===== config.mk =====
export PLATFORM = sky130hd
export DESIGN_NAME = if_fetch_unit
export DESIGN_NICKNAME = d
export VERILOG_FILES = /design/src/rtl/if_pkg.sv /design/src/rtl/if_pc_gen.sv /design/src/rtl/if_fetch_unit.sv
export SDC_FILE = /design/constraint.sdc
export NUM_CORES = 1
export LEC_CHECK = 0
export BUFFER_PORTS_ARGS = -buffer_cell sky130_fd_sc_hd__buf_2
export CORE_MARGIN = 3
export CORE_UTILIZATION = 52
export CTS_CLUSTER_DIAMETER = 200
export DETAILED_ROUTE_END_ITERATION = 16
export HOLD_SLACK_MARGIN = 0.02
export PLACE_DENSITY = 0.81
export SYNTH_ARGS = -nofsm -noshare
export SYNTH_HDL_FRONTEND = slang
export SYNTH_HIERARCHICAL = 1
export SYNTH_SLANG_ARGS = --single-unit

===== constraint.sdc =====
create_clock -name clk -period 3.41 [get_ports clk]
set_input_delay 0.682 -clock clk [delete_from_list [all_inputs] [get_ports clk]]
set_output_delay 0.682 -clock clk [all_outputs]
set_load 0.005 [all_outputs]

===== src/rtl/if_pkg.sv =====
// ----------------------------------------------------------------------------
// if_pkg
// Shared definitions for the instruction-fetch stage: datapath width, default
// reset PC and sequential PC increment, and the fetch FSM state encoding.
// ----------------------------------------------------------------------------
package if_pkg;

    localparam int XLEN = 32;

    localparam logic [XLEN-1:0] RESET_PC_DEFAULT = 32'h0000_0000;
    localparam logic [XLEN-1:0] PC_STEP_DEFAULT  = 32'd4;

    // IDLE: may issue a request. WAIT: one request outstanding, response
    // wanted. DROP: one request outstanding, response to be thrown away.
    typedef enum logic [1:0] {
        IDLE = 2'd0,
        WAIT = 2'd1,
        DROP = 2'd2
    } fetch_state_e;

endpackage


===== src/rtl/if_pc_gen.sv =====
// ----------------------------------------------------------------------------
// if_pc_gen
// Holds the next fetch address. Loads redirect_pc on a redirect, otherwise
// advances by PC_STEP (modulo 2^XLEN) each time a request is granted.
//
// Ports:
//   clk          system clock, rising edge
//   rst_n        asynchronous active-low reset (fetch_pc <= RESET_PC)
//   grant        fetch request accepted this cycle
//   redirect     branch/jump taken; loads redirect_pc
//   redirect_pc  new fetch target
//   fetch_pc     current fetch address
// ----------------------------------------------------------------------------
module if_pc_gen
    import if_pkg::*;
#(
    parameter logic [XLEN-1:0] RESET_PC = RESET_PC_DEFAULT,
    parameter logic [XLEN-1:0] PC_STEP  = PC_STEP_DEFAULT
) (
    input  logic            clk,
    input  logic            rst_n,
    input  logic            grant,
    input  logic            redirect,
    input  logic [XLEN-1:0] redirect_pc,
    output logic [XLEN-1:0] fetch_pc
);

    logic [XLEN-1:0] fetch_pc_q;
    logic [XLEN-1:0] fetch_pc_d;

    // Redirect has priority; the fetch FSM never grants in a redirect cycle,
    // so the ordering only matters for robustness.
    always_comb begin
        fetch_pc_d = fetch_pc_q;
        if (redirect) begin
            fetch_pc_d = redirect_pc;
        end else if (grant) begin
            fetch_pc_d = fetch_pc_q + PC_STEP;
        end
    end

    always_ff @(posedge clk or negedge rst_n) begin
        if (!rst_n) begin
            fetch_pc_q <= RESET_PC;
        end else begin
            fetch_pc_q <= fetch_pc_d;
        end
    end

    assign fetch_pc = fetch_pc_q;

endmodule


===== src/rtl/if_fetch_unit.sv =====
// ----------------------------------------------------------------------------
// if_fetch_unit
// Instruction-fetch stage. Issues at most one outstanding request on the
// req/gnt/rvalid instruction-memory interface, presents pc/IR/valid to the
// IF_ID register, honours stall, and squashes in-flight fetches on redirect.
//
// Ports:
//   clk, rst_n                  clock (rising edge), async active-low reset
//   imem_req/imem_addr          fetch request and address
//   imem_gnt                    request accepted this cycle
//   imem_rvalid/imem_rdata      response valid and instruction word
//   stall                       IF_ID holding; output not consumed
//   redirect/redirect_pc        branch/jump taken and its target
//   if_pc/if_ir/if_valid        presented instruction to IF_ID
//   if_clear                    one-cycle flush to IF_ID after a redirect
//
// Optional feature (macro IF_PERF_CNT_EN):
//   fetch_cnt   responses written to the output register
//   squash_cnt  discarded responses plus redirects that flushed a live output
// ----------------------------------------------------------------------------
module if_fetch_unit
    import if_pkg::*;
#(
    parameter logic [XLEN-1:0] RESET_PC = RESET_PC_DEFAULT,
    parameter logic [XLEN-1:0] PC_STEP  = PC_STEP_DEFAULT
) (
    input  logic            clk,
    input  logic            rst_n,
    output logic            imem_req,
    output logic [XLEN-1:0] imem_addr,
    input  logic            imem_gnt,
    input  logic            imem_rvalid,
    input  logic [XLEN-1:0] imem_rdata,
    input  logic            stall,
    input  logic            redirect,
    input  logic [XLEN-1:0] redirect_pc,
    output logic [XLEN-1:0] if_pc,
    output logic [XLEN-1:0] if_ir,
    output logic            if_valid,
    output logic            if_clear
`ifdef IF_PERF_CNT_EN
    ,
    output logic [31:0]     fetch_cnt,
    output logic [31:0]     squash_cnt
`endif
);

    fetch_state_e    state_q,    state_d;
    logic [XLEN-1:0] req_pc_q,   req_pc_d;
    logic [XLEN-1:0] if_pc_q,    if_pc_d;
    logic [XLEN-1:0] if_ir_q,    if_ir_d;
    logic            if_valid_q, if_valid_d;
    logic            if_clear_q, if_clear_d;

    logic            issue_req;
    logic            load_resp;
    logic            grant;
    logic [XLEN-1:0] fetch_pc;

    if_pc_gen #(
        .RESET_PC (RESET_PC),
        .PC_STEP  (PC_STEP)
    ) u_pc_gen (
        .clk         (clk),
        .rst_n       (rst_n),
        .grant       (grant),
        .redirect    (redirect),
        .redirect_pc (redirect_pc),
        .fetch_pc    (fetch_pc)
    );

    // Next-state and output logic. A request is only issued when the output
    // register is empty or being consumed this cycle, so a response can never
    // find it occupied. rst_n gates the request so nothing is asked for while
    // reset is held. In DROP, a redirect that coincides with the awaited
    // response still retires that response, otherwise nothing would ever
    // release the FSM.
    always_comb begin
        state_d    = state_q;
        req_pc_d   = req_pc_q;
        if_pc_d    = if_pc_q;
        if_ir_d    = if_ir_q;
        if_valid_d = if_valid_q & stall;
        if_clear_d = redirect;
        issue_req  = 1'b0;
        load_resp  = 1'b0;

        case (state_q)
            IDLE: begin
                issue_req = rst_n & ~redirect & (~if_valid_q | ~stall);
                if (issue_req && imem_gnt) begin
                    req_pc_d = fetch_pc;
                    state_d  = WAIT;
                end
            end
            WAIT: begin
                if (imem_rvalid) begin
                    state_d   = IDLE;
                    load_resp = ~redirect;
                end else if (redirect) begin
                    state_d = DROP;
                end
            end
            DROP: begin
                if (imem_rvalid) begin
                    state_d = IDLE;
                end
            end
            default: begin
                state_d = IDLE;
            end
        endcase

        if (load_resp) begin
            if_pc_d    = req_pc_q;
            if_ir_d    = imem_rdata;
            if_valid_d = 1'b1;
        end

        if (redirect) begin
            if_valid_d = 1'b0;
        end
    end

    always_ff @(posedge clk or negedge rst_n) begin
        if (!rst_n) begin
            state_q    <= IDLE;
            req_pc_q   <= '0;
            if_pc_q    <= '0;
            if_ir_q    <= '0;
            if_valid_q <= 1'b0;
            if_clear_q <= 1'b0;
        end else begin
            state_q    <= state_d;
            req_pc_q   <= req_pc_d;
            if_pc_q    <= if_pc_d;
            if_ir_q    <= if_ir_d;
            if_valid_q <= if_valid_d;
            if_clear_q <= if_clear_d;
        end
    end

    assign grant     = issue_req & imem_gnt;
    assign imem_req  = issue_req;
    assign imem_addr = fetch_pc;
    assign if_pc     = if_pc_q;
    assign if_ir     = if_ir_q;
    assign if_valid  = if_valid_q;
    assign if_clear  = if_clear_q;

`ifdef IF_PERF_CNT_EN
    logic [31:0] fetch_cnt_q,  fetch_cnt_d;
    logic [31:0] squash_cnt_q, squash_cnt_d;
    logic        drop_resp;
    logic        flush_live;

    // A response is discarded when it lands in DROP or together with a
    // redirect in WAIT; stray responses in IDLE are not counted.
    always_comb begin
        drop_resp    = imem_rvalid & ((state_q == DROP) | ((state_q == WAIT) & redirect));
        flush_live   = redirect & if_valid_q;
        fetch_cnt_d  = fetch_cnt_q + {31'd0, load_resp};
        squash_cnt_d = squash_cnt_q + {31'd0, drop_resp} + {31'd0, flush_live};
    end

    always_ff @(posedge clk or negedge rst_n) begin
        if (!rst_n) begin
            fetch_cnt_q  <= '0;
            squash_cnt_q <= '0;
        end else begin
            fetch_cnt_q  <= fetch_cnt_d;
            squash_cnt_q <= squash_cnt_d;
        end
    end

    assign fetch_cnt  = fetch_cnt_q;
    assign squash_cnt = squash_cnt_q;
`endif

endmodule


After elaboration in Yosys (flattened, before gate mapping)
Index checks and enable logic that the tools add are counted.

Register bits: 132. Bits of input ports: 70. Output and inout bits: 99. Logic and storage cells: 38.

$add $sub $neg: 1. Eq/ne operators: 5. Mux-type cells: 12. Bitwise gates (word level): 8. Reductions and logical operators: 5.

Operators with widths (number): $mux 32 (2); $add 32x3->32 const B (1); $mux 2 (4); $pmux 2 s3 (1); $mux 1 (5); $and 1x1->1 (4); $ne 2x2->1 const B (2); $ne 3x3->1 const B (1); $not 1->1 (3); $reduce_and 3->1 (1); $eq 2x1->1 const B (1); $eq 2x2->1 const B (1); $logic_not 2->1 (1); $reduce_and 2->1 (1); $reduce_bool 2->1 (1); $logic_and 1x1->1 (1); $or 1x1->1 (1).

Logic depth before layout (Yosys ltp)
Depth in word-level cells: 7. Mapped depth: 11.

By module
The synthesis kept the hierarchy.

Modules (own cells, without submodules): if_fetch_unit (instances 1, cells each 220, area an instance 4105.2 um^2, sequential area each 2502.4 um^2); if_pc_gen (instances 1, cells each 200, area an instance 1820.5 um^2, sequential area each 800.8 um^2).

Worst setup path after synthesis
Ideal clock, no wire load.

Path type: input -> register. Start: input redirect. End: register u_pc_gen.fetch_pc_q[27] (netlist: u_pc_gen/fetch_pc[27]). Data arrival time: 2.874 ns. Path slack: 0.454 ns. Stages: 10. Path buffers: 3. Cells stage by stage: nor4b_2 > nand2_2 > inv_4 > buf_12 > buf_6 > nand4_2 > buf_6 > or4b_4 > or4_1 > a31oi_1.

Cells in the longest elaborated chain, start to end: 6. Elaborated cells on any way between the ends: 7. Those cells by class: mux: 2; bitwise: 4; reduce/logical: 1.

RTL lines: from (decl) (line if_fetch_unit.sv:35) `input logic redirect,`; $not 1->1 (line if_fetch_unit.sv:90) `issue_req = rst_n & ~redirect & (~if_valid_q | ~stall);`; $and 1x1->1 (2 in a row) (line if_fetch_unit.sv:90); $mux 1 (line if_fetch_unit.sv:88) `case (state_q)`; $and 1x1->1 (line if_fetch_unit.sv:143) `assign grant = issue_req & imem_gnt;`; net grant (line if_fetch_unit.sv:57) `logic grant;`; $reduce_bool 2->1 (no line); to (signal assigned) (line if_pc_gen.sv:46) `fetch_pc_q <= fetch_pc_d;`; to (decl) (line if_pc_gen.sv:28) `logic [XLEN-1:0] fetch_pc_q;`.

The timed path passes the listed nets, and every way through them passes these cells. A chain may end at the register's enable or synchronous reset.

Final worst setup path
Start: register state_q[1]. End: register u_pc_gen.fetch_pc_q[27] (netlist: u_pc_gen/fetch_pc[27]).

Cells in the longest elaborated chain, start to end: 4.

RTL lines: from (decl) (line if_fetch_unit.sv:48) `fetch_state_e state_q, state_d;`; from (signal assigned) (line if_fetch_unit.sv:134) `state_q <= state_d;`; $logic_not 2->1 (line if_fetch_unit.sv:88); $mux 1 (line if_fetch_unit.sv:88); $and 1x1->1 (line if_fetch_unit.sv:143); $reduce_bool 2->1 (no line).

No other way between the ends.

==> run_results.csv <==
group,metric,value,unit
outcome,outcome,"finished clean",
clocking,hold_buffers,0,
clocking,clkLatencyLatePin,0.41,ns
critical_path,criticalPathCategory,"register to register",
synthesis,synth_area_leaders,"dfrtp_1 56%, mux2_4 20%, mux2_2 4.0%",
critical_path,cp.required,3.74,ns
grt,grt.met2_usage,33.57,%
critical_path,start_kind,"register",
critical_path,path_max_fanout,11,
sta,worst_pin_slew,0.7055,ns
cells_and_area,drive_gt1_share,51.50,%
synthesis,ys_ff_latch,132,
power_and_ir_drop,seqPwrFrac,43.8,%
clocking,cts_resized,0,
place,detailed_place_hpwl,8666,um
synthesis,avgSynthCellArea,14.11,um^2
critical_path,rr_worst_depth,7,
synthesis,yosysWarnings,6,
sta,final_max_slew_viol_count,0,
power_and_ir_drop,comb_power_share,21.6,%
clocking,clock-root-buffer,"clkbuf_16",
clocking,cts.reportedPaths.clkPinSlew,0.05,ns
power_and_ir_drop,power.total,0.005238,W
power_and_ir_drop,ir_drop,0.4599,mV
drt,routed_wirelength,13240,um
grt,grt_max_degree,133,
cells_and_area,nNetsFinal,660,
floorplan,dieArea,0.01271,mm^2
sta,hold_viol,0,
clocking,cts_sinks,132,
grt,track_usage,21.50,%
drt,wire_per_inst,17.82,um
grt,met3_usage,8.235,%
synthesis,async_flop_share,100.0,%
cells_and_area,final.fill_count,791,
grt,use_met1,27.35,%
min_path,hp-class,"input port to asynchronous set/reset pin",
sta,fin_setup_tns,0,ns
floorplan,ios,169,
sta,relSlewSlack,52.97,%
power_and_ir_drop,p_sw,0.001318,W
power_and_ir_drop,leakagePower,3.516,nW
drt,drt_iter0_drc,278,
drt,route.detailed.drc,0,
synthesis,synth_most_common_cell,"dfrtp_1",
grt,grt_pass1_vias,4175,
floorplan,die_w,112.8,um
place,gp_congestion,0.8160,
drt,firstDrtPassIters,5,
grt,grt-busiest-layer,"met2",
grt,grt_first_pass_wirelength,21330,um
synthesis,synth_top_cell_by_area,"dfrtp_1",
place,dp_slack,0.4954,ns
cells_and_area,area_growth,25.04,%
sta,period_minus_slack,2.600,ns
clocking,cts-buffers-inserted,17,
place,dp_cells,710,
synthesis,synth_top_area_share,55.74,%
grt,grt-ovfl-total,0,
cells_and_area,fin_util,67.46,%
synthesis,syn_inst,420,
floorplan,fp.dieH,112.8,um
synthesis,synthTopCellsByCount,"132 x dfrtp_1, 78 x mux2_4, 28 x nand2_1",
synthesis,ys_types,38,
critical_path,cp.arrival,2.93,ns
floorplan,rows,38,
floorplan,design.core.area,0.01098,mm^2
drt,vias,4090,
sta,fin_crit_sh,76.25,%
sta,setup_viol,0,
sta,rsz0062_at_grt,"no",
synthesis,ys_seq_area_share,55.74,%
synthesis,synth_flop_cell,"dfrtp_1",
clocking,ctsHtreeMaxLevel,4,
sta,max_freq,384.6,MHz
floorplan,start_util,53.95,%
power_and_ir_drop,swShare,25.16,%
sta,worst_slack,0.8099,ns
place,portBuffers,168,
drt,antenna_left,0,
synthesis,synth_edf_count,0,
sta,clock_skew,0.005086,ns
flow_run,maxCapViolations,0,
critical_path,path_cells,"nor4b_2, nand2_2, inv_4, nand4_2, or4b_4, or4_1, a31oi_1",
power_and_ir_drop,p_int,0.003920,W
power_and_ir_drop,power_density,706.9,mW/mm^2
synthesis,netlist_area,0.005926,mm^2
cells_and_area,layout.cells.non_filler,743,
power_and_ir_drop,p_clk_share,34.6,%
drt,vias_per_cell,5.505,
grt,antenna_found_initial,1,
clocking,cts_tree,"done",
synthesis,syn_nets,491,
critical_path,worst_setup_path_end_kind,"register",
clocking,clockBufferDepth,2,
clocking,post_cts_buffers,0,
critical_path,slowest_stage,"or4b_4",
critical_path,max_stage_delay,0.64,ns
==> power groups by stage <==
stage | Combinational [W] | Sequential [W] | Clock (W)
6_report | 0.00113 | 0.00229 | 0.00181
5_1_grt | 0.00123 | 0.00235 | 0.00193
4_1_cts | 0.00115 | 0.00230 | 0.00185
3_5_place_dp | 0.00115 | 0.00231 | 0
3_3_place_gp | 0.00111 | 0.00227 | 0
2_1_floorplan | 0.000636 | 0.00228 | 0
==> critical path, delay by kind of cell (launching register included) <==
kind                   cells  cell delay (ns)
buffers and inverters      1             0.08
flip-flops                 1             0.41
AND/OR/NAND/NOR            5             1.86
AO/OA/AOI/OAI              1             0.17
==> layout by cell type, fill, tap and decap left out, types with 2 or more instances in the layout <==
master	netlist	final
a31oi_1	13	13
and4_1	6	6
buf_12	3	2
buf_2	2	167
buf_4	0	2
bufinv_16	0	2
clkbuf_16	0	17
clkbuf_8	0	5
clkinv_2	0	5
clkinvlp_4	0	2
dfrtp_1	132	132
inv_1	3	3
mux2_2	21	21
mux2_4	78	78
nand2_1	28	28
nand3_1	9	9
nand4_1	7	7
nand4_2	2	2
nor2_1	16	16
nor3_1	4	4
nor4_1	4	4
o21ai_0	18	18
o31a_1	2	2
o31ai_1	12	12
or3_1	2	2
or4_1	12	12
xnor2_1	9	9
xor2_1	6	6
==> per-stage QoR <==
stage	cell area, um^2	hold WS (ns)
detailed placement	6809	0.4906
finish	7410	0.3862
global placement	6809	0.4834
global route	7407	0.4487
floorplan	5926	0.3864
CTS	7407	0.4332
==> final timing paths <==
path | from | to | slack, ns
worst max-delay path | state_q[1]$_DFFE_PN0P_ | u_pc_gen/fetch_pc[27]$_DFFE_PN0N_ | 0.81
worst min-delay path | rst_n | if_ir[28]$_DFFE_PN0P_ | 0.39
worst max register to register | state_q[1]$_DFFE_PN0P_ | u_pc_gen/fetch_pc[27]$_DFFE_PN0N_ | 0.81
worst min register to register | if_ir[12]$_DFFE_PN0P_ | if_ir[12]$_DFFE_PN0P_ | 0.50
max in group asynchronous | rst_n | u_pc_gen/fetch_pc[6]$_DFFE_PN0N_ | 2.48
min in group clk | imem_rvalid | state_q[1]$_DFFE_PN0P_ | 0.45
==> metal layers <==
| metal | part of all wire (%) | routed length (um) |
|---|---|---|
| met5 | 0.098 | 13 |
| met4 | 1.4 | 189 |
| met3 | 7.8 | 1028 |
| met2 | 48 | 6345 |
| met1 | 43 | 5662 |
==> cell families (layout without fill, tap and decap cells) <==
kind of cell,after synthesis,after routing,synth area share (%)
flops,132,132,55.74
mux,100,100,23.92
simple gates,98,98,9.312
xor+xnor,15,15,2.217
other cells,0,1,0
fa+ha+maj,1,1,0.2111
buf+inv,27,209,3.632
compound gates,47,47,4.962
==> final cells by class <==
| class | instances | area [um^2] | area share [%] |
|---|---|---|---|
| Multi-Input combinational cell | 261 | 2407 | 32.49 |
| Sequential cell | 132 | 3303 | 44.58 |
| Antenna cell | 1 | 2.502 | 0.03377 |
| Inverter | 5 | 21.27 | 0.2871 |
| Clock buffer | 23 | 498.0 | 6.721 |
| Timing Repair Buffer | 172 | 902.1 | 12.17 |
| Clock inverter | 9 | 100.1 | 1.351 |
| Tap cell | 140 | 175.2 | 2.364 |
==> state kept, by name, summed over array words and instances, names as in the netlist <==
name,count
state_q,2
req_pc_q,32
if_pc,32
if_valid,1
if_ir,32
u_pc_gen/fetch_pc,32
if_clear,1
(Power assumes the default switching activity.)
